File: src/rtl/connected.sv
// Inverse-factorial engine: finds n such that n! equals the loaded operand.
// Two accumulators: a holds n!, b builds the next product by repeated addition.
module connected (
  input  logic        CLK,
  input  logic        RST,
  input  logic [15:0] ACCInput,
  output logic [4:0]  State,
  output logic [15:0] ACC
);

  typedef enum logic [4:0] {
    IDLE     = 5'd0,
    LOAD     = 5'd1,
    CMP      = 5'd2,
    INC      = 5'd3,
    MUL_INIT = 5'd4,
    MUL_ADD  = 5'd5,
    MUL_DONE = 5'd6,
    FOUND    = 5'd7,
    NOTFOUND = 5'd8
  } state_t;

  state_t      st;
  logic [15:0] x;
  logic [15:0] a;
  logic [15:0] b;
  logic [15:0] n;
  logic [15:0] k;
  logic [16:0] sum;

  assign State = st;
  assign sum   = {1'b0, b} + {1'b0, a};

  always_ff @(posedge CLK or negedge RST) begin
    if (!RST) begin
      st  <= IDLE;
      ACC <= 16'd0;
      x   <= 16'd0;
      a   <= 16'd0;
      b   <= 16'd0;
      n   <= 16'd0;
      k   <= 16'd0;
    end else begin
      case (st)
        IDLE: begin
          st <= LOAD;
        end
        LOAD: begin
          x   <= ACCInput;
          a   <= 16'd1;
          n   <= 16'd1;
          ACC <= 16'd1;
          st  <= CMP;
        end
        CMP: begin
          if (a == x) begin
            ACC <= n;
            st  <= FOUND;
          end else if (a > x) begin
            ACC <= 16'hFFFF;
            st  <= NOTFOUND;
          end else begin
            ACC <= n;
            st  <= INC;
          end
        end
        INC: begin
          n   <= n + 16'd1;
          ACC <= n + 16'd1;
          st  <= MUL_INIT;
        end
        MUL_INIT: begin
          b   <= 16'd0;
          k   <= n;
          ACC <= n;
          st  <= MUL_ADD;
        end
        MUL_ADD: begin
          b <= sum[15:0];
          k <= k - 16'd1;
          // carry out means n! no longer fits, so no larger n can match
          if (sum[16]) begin
            ACC <= 16'hFFFF;
            st  <= NOTFOUND;
          end else if (k == 16'd1) begin
            ACC <= n;
            st  <= MUL_DONE;
          end else begin
            ACC <= n;
          end
        end
        MUL_DONE: begin
          a   <= b;
          ACC <= n;
          st  <= CMP;
        end
        FOUND: begin
          ACC <= n;
        end
        NOTFOUND: begin
          ACC <= 16'hFFFF;
        end
        default: begin
          st <= IDLE;
        end
      endcase
    end
  end

endmodule

File: config.mk
export PLATFORM = sky130hd
export DESIGN_NAME = connected
export DESIGN_NICKNAME = d
export VERILOG_FILES = /design/src/rtl/connected.sv
export SDC_FILE = /design/constraint.sdc
export NUM_CORES = 1
export LEC_CHECK = 0
export BUFFER_PORTS_ARGS = -buffer_cell sky130_fd_sc_hd__buf_2
export CAP_MARGIN = 10
export CORE_AREA = 4 4 121 123
export CTS_CLUSTER_SIZE = 14
export DETAILED_ROUTE_END_ITERATION = 12
export DIE_AREA = 0 0 125 127
export REMOVE_ABC_BUFFERS = 1
export SLEW_MARGIN = 25
export SYNTH_ARGS = -nofsm -noshare
export SYNTH_HDL_FRONTEND = slang
export SYNTH_SLANG_ARGS = --single-unit
File: constraint.sdc
create_clock -name CLK -period 2.97 [get_ports CLK]
set_input_delay 0.4455 -clock CLK [delete_from_list [all_inputs] [get_ports CLK]]
set_output_delay 0.4455 -clock CLK [all_outputs]
set_load 0.005 [all_outputs]
Word-level counts from Yosys, hierarchy flattened
Cells that the tools add are included.

Add/sub/neg operators: 3. Magnitude comparators: 1. Equal/unequal tests: 11. Mux-type cells: 13. Bitwise operators: 1. Reductions and logical operators: 9.

Operator list (count): 16-bit one-hot mux with 2 select lines (4); 16-bit one-hot mux with 6 select lines (1); 16-bit 2-to-1 mux (3); 5-bit one-hot mux with 7 select lines (1); 5-bit by 3-bit == test with 1-bit output (second input constant) (4); 16-bit by 16-bit adder with 17-bit output (1); 16-bit by 1-bit adder with 16-bit output (second input constant) (1); 16-bit by 1-bit == test with 1-bit output (second input constant) (1); 16-bit == test (1); 16-bit > comparator (1); 16-bit by 1-bit subtractor with 16-bit output (second input constant) (1); 5-bit by 2-bit == test with 1-bit output (second input constant) (2); 5-bit 2-to-1 mux (2); 4-bit 2-to-1 mux (2); 2-bit nonzero test (3); 6-bit nonzero test (1); 5-bit by 1-bit == test with 1-bit output (second input constant) (1); 5-bit by 4-bit == test with 1-bit output (second input constant) (1); 5-bit logical NOT (1); 2-bit OR reduction (2); 3-bit inequality test (second input constant) (1); 3-bit OR reduction (1); 2-bit AND reduction (1); 1-bit inverter (1).

Register bits after elaboration: 101. Input port bits: 18.

Longest topological paths before layout
Depth in word-level cells: 4. Depth in mapped cells: 11. Mapped depth without buffers: 10.

Worst setup path before layout
OpenSTA, ideal clock, no wires.

Path type: reg2reg. Start: reg a[0]. End: reg st[1] (netlist: State[1]). Library setup time: 136 ps. Arrival time: 2262 ps. Required time: 2834 ps. Path slack: 572 ps. Stages on the path, launching flop included: 11. Path buffers: 0. Cells stage by stage: dfrtp_1 -> ha_1 -> inv_1 -> fa_1 -> nand2b_1 -> a21oi_1 -> o311ai_1 -> o21ai_0 -> a311oi_1 -> a2111oi_0 -> nor3b_1.

Longest elaborated chain between the ends: 4. Elaborated cells between the ends (all ways): 9.

Ends and longest elaborated chain: start, declared (line 25) `logic [15:0] a;`; start signal, assigned (line 39) `a <= 16'd0;`; start signal, assigned (line 50) `a <= 16'd1;`; start signal, assigned (line 93) `a <= b;`; 16-bit > comparator (line 59) `end else if (a > x) begin`; 4-bit 2-to-1 mux (line 59); 4-bit 2-to-1 mux (line 56) `if (a == x) begin`; 5-bit one-hot mux with 7 select lines (line 44) `case (st)`; end signal, assigned (line 46) `st <= LOAD;`; end signal, assigned (line 58) `st <= FOUND;`; end signal, assigned (line 61) `st <= NOTFOUND;`; end, declared (line 23) `state_t st;`.

Several ways; a longest one is shown, not always the timed one. A chain may end at the register's enable or synchronous reset.

Final worst setup path
Same ends and word-level chain as after synthesis.

==> run_results.csv <==
group,metric,value,unit
synth,synth-seq-cells,100,
timing,fmax,367,MHz
floorplanning,fp-row-count,43,
clock_tree,cts.sinks,100,
timing,setup_viol,0,
synth,yosys.area.top_type,"dfrtp_1",
clock_tree,postCtsHoldBufs,0,
power,pwr_density_cell,816,nW/um^2
floorplanning,fp.coreArea,13700,sq um
synth,synth-main-ff-cell,"dfrtp_1",
layout,fin_area,6580,sq um
synth,yosysUniqueCellTypes,61,
worst_setup_path,arrival,2.95,ns
grt,grt_remaining_overflow,0,
timing,fin_crit_sh,91.7,%
clock_tree,h-tree-depth,3,
clock_tree,cts_tree,"yes",
timing,setup_tns,0,ns
synth,synth_top_area_share,42.0,%
synth,synthArstFlopShare,100,%
hold_path,holdCritPathClass,"in -> async",
timing,slew_viol_final,0,
job,maxCapViolCount,0,
worst_setup_path,max_stage_delay,0.48,ns
routing,drt_iter0_drc,317,
worst_setup_path,cp_slowest_cell,"o311ai_1",
grt,grt_pass1_vias,5028,
worst_setup_path,critical_path_class,"reg -> reg",
synth,syn_area_per_cell,8.59,sq um
timing,slew_headroom,45.9,%
floorplanning,die_h,127,um
placement,gp_congestion,0.813,
clock_tree,cts_buffers,9,
worst_setup_path,path_max_fanout,3,
floorplanning,initial_utilization,43.6,%
layout,drive_above_1_share,11.1,%
floorplanning,io_pins,39,
routing,vias,5094,
synth,ys_seq_area_share,42.0,%
routing,drcViolationCount,0,
layout,fin_cells,903,
timing,min_period,2.72,ns
worst_setup_path,cp-end-kind,"flop",
synth,synth_edf_count,0,
worst_setup_path,start_kind,"flop",
timing,rsz0062_at_grt,"false",
placement,dp_hpwl,10200,um
placement,dp_slack,0.151,ns
worst_setup_path,timing.critical_path.from,"a[0]",
routing,ant_nets,0,
synth,yosys-top-cells-count,"nand2_1 (122), dfrtp_1 (100), o21ai_0 (87)",
routing,wire_per_inst,16.1,um
worst_setup_path,reg2reg_from,"a[0]",
timing,worst_pin_slew,0.812,ns
synth,yosys_warnings,0,
layout,final_nets,772,
clock_tree,insertion_delay,0.35,ns
synth,netlist_area,5960,sq um
grt,grt_usage,19.0,%
placement,dpl_cell_area,6280,sq um
timing,hold_violations,0,
layout,area_growth,10.5,%
worst_setup_path,critPathBufInv,1,
grt,grt_max_degree,61,
clock_tree,post_cts_buffers,0,
clock_tree,cts_root_buffer,"clkbuf_16",
routing,firstDrtPassIters,5,
clock_tree,post_cts_resized,0,
routing,vias_per_cell,5.64,
placement,io_buffer_count,37,
synth,synth.area.top_cells,"dfrtp_1 (42%), nand2_1 (7.7%), ha_1 (7.3%)",
synth,synth_most_common_cell,"nand2_1",
outcome,outcome,"completed",
grt,antenna_found_initial,0,
timing,finClkSkew,0.0115,ns
grt,grt_pass1_wl,24900,um
synth,syn_inst,694,
clock_tree,clk_pin_slew,0.08,ns
placement,dp_cells,887,
worst_setup_path,critPathRequiredTime,3.20,ns
routing,routed_wl,14600,um
floorplanning,die_w,125,um
floorplanning,fp.dieArea,15900,sq um
power,ir_drop,355,uV
layout,num_antenna_cells,0,
layout,final_util,48.2,%
worst_setup_path,crit_path_cell_trace,"ha_1, inv_1, fa_1, nand2b_1, a21oi_1, o311ai_1, o21ai_1, a311oi_2, o21ai_0, nor3b_1",
timing,worst_slack,0.247,ns
power,leakagePower,3.07,nW
clock_tree,clk_path_buf_depth,2,
worst_setup_path,cp_top_family,"compound AO/OA/AOI/OAI gates",
[through the flow]
step	hold slack, ns	total power, mW
after floorplan	0.150	3.36
after global placement	0.472	4.09
after detailed placement	0.477	4.17
after CTS	0.223	5.41
after global routing	0.256	5.80
final	0.190	5.37
[path summary, 6_finish.rpt]
check                      endpoint  depth (start not counted)  slack, ns
max reg2reg                State[1]                         10       0.25
max                        State[1]                         10       0.25
min                            k[9]                          1       0.19
max in group asynchronous     a[12]                          2       2.08
min in group CLK               x[0]                          3       0.28
min reg2reg                  ACC[3]                          2       0.49
[cell usage in the layout (no fill, tap or decap), types with 14 or more instances in the layout]
master | synthesis | routed
a21oi_1 | 47 | 47
buf_2 | 2 | 36
buf_4 | 5 | 16
dfrtp_1 | 100 | 100
ha_1 | 35 | 35
inv_1 | 33 | 33
nand2_1 | 122 | 122
nand3_1 | 31 | 31
nor2_1 | 34 | 32
nor3_1 | 22 | 22
o21ai_0 | 87 | 86
o22ai_1 | 14 | 14
[report_power, final]
group	internal [mW]	total (mW)	leakage (nW)	switching, mW
clock network	0.664	1.22	0.148	0.557
logic	0.763	2.19	1.59	1.42
registers	1.67	1.96	1.33	0.288
total	3.10	5.37	3.07	2.27
[state kept, by name, summed over array words and instances (netlist names)]
| signal | flops |
|---|---|
| x | 16 |
| ACC | 16 |
| State | 4 |
| b | 16 |
| a | 16 |
| k | 16 |
| n | 16 |
[final cells by class]
type	count	area, sq um
fill	1364	7080
multi-input combinational	521	3110
sequential	100	2500
timing repair buffer	53	320
clock buffer	10	229
tap	180	225
inverter	33	124
clock inverter	6	70.1
[per-layer routing]
layer	vias to the layer above	part of all wire, %	GRT usage, %
met5	-	0	0
met4	0	2.1	6.44
met3	23	3.4	3.26
met2	90	49	33.1
met1	2474	45	24.1
li1	2507	-	-
[worst register-to-register path, delay by kind of cell, from the launching register on]
| family | cells | cell delay (ns) |
|---|---|---|
| adders and majority gates | 2 | 0.43 |
| AOI/OAI and AO/OA | 5 | 1.37 |
| buffers and inverters | 1 | 0.09 |
| and+or+nand+nor | 2 | 0.32 |
| DFF | 1 | 0.41 |
[cells by family after synthesis]
group           count (synthesis)  share of synthesized area, %
flops                         100                          42.0
fa+ha+maj                      37                          7.85
mux                            10                          1.68
other cells                     1                        0.0629
simple gates                  243                          18.2
buf+inv                        73                          5.96
compound gates                213                          21.7
xor+xnor                       17                          2.50
Power figures use the tool's default switching activity.
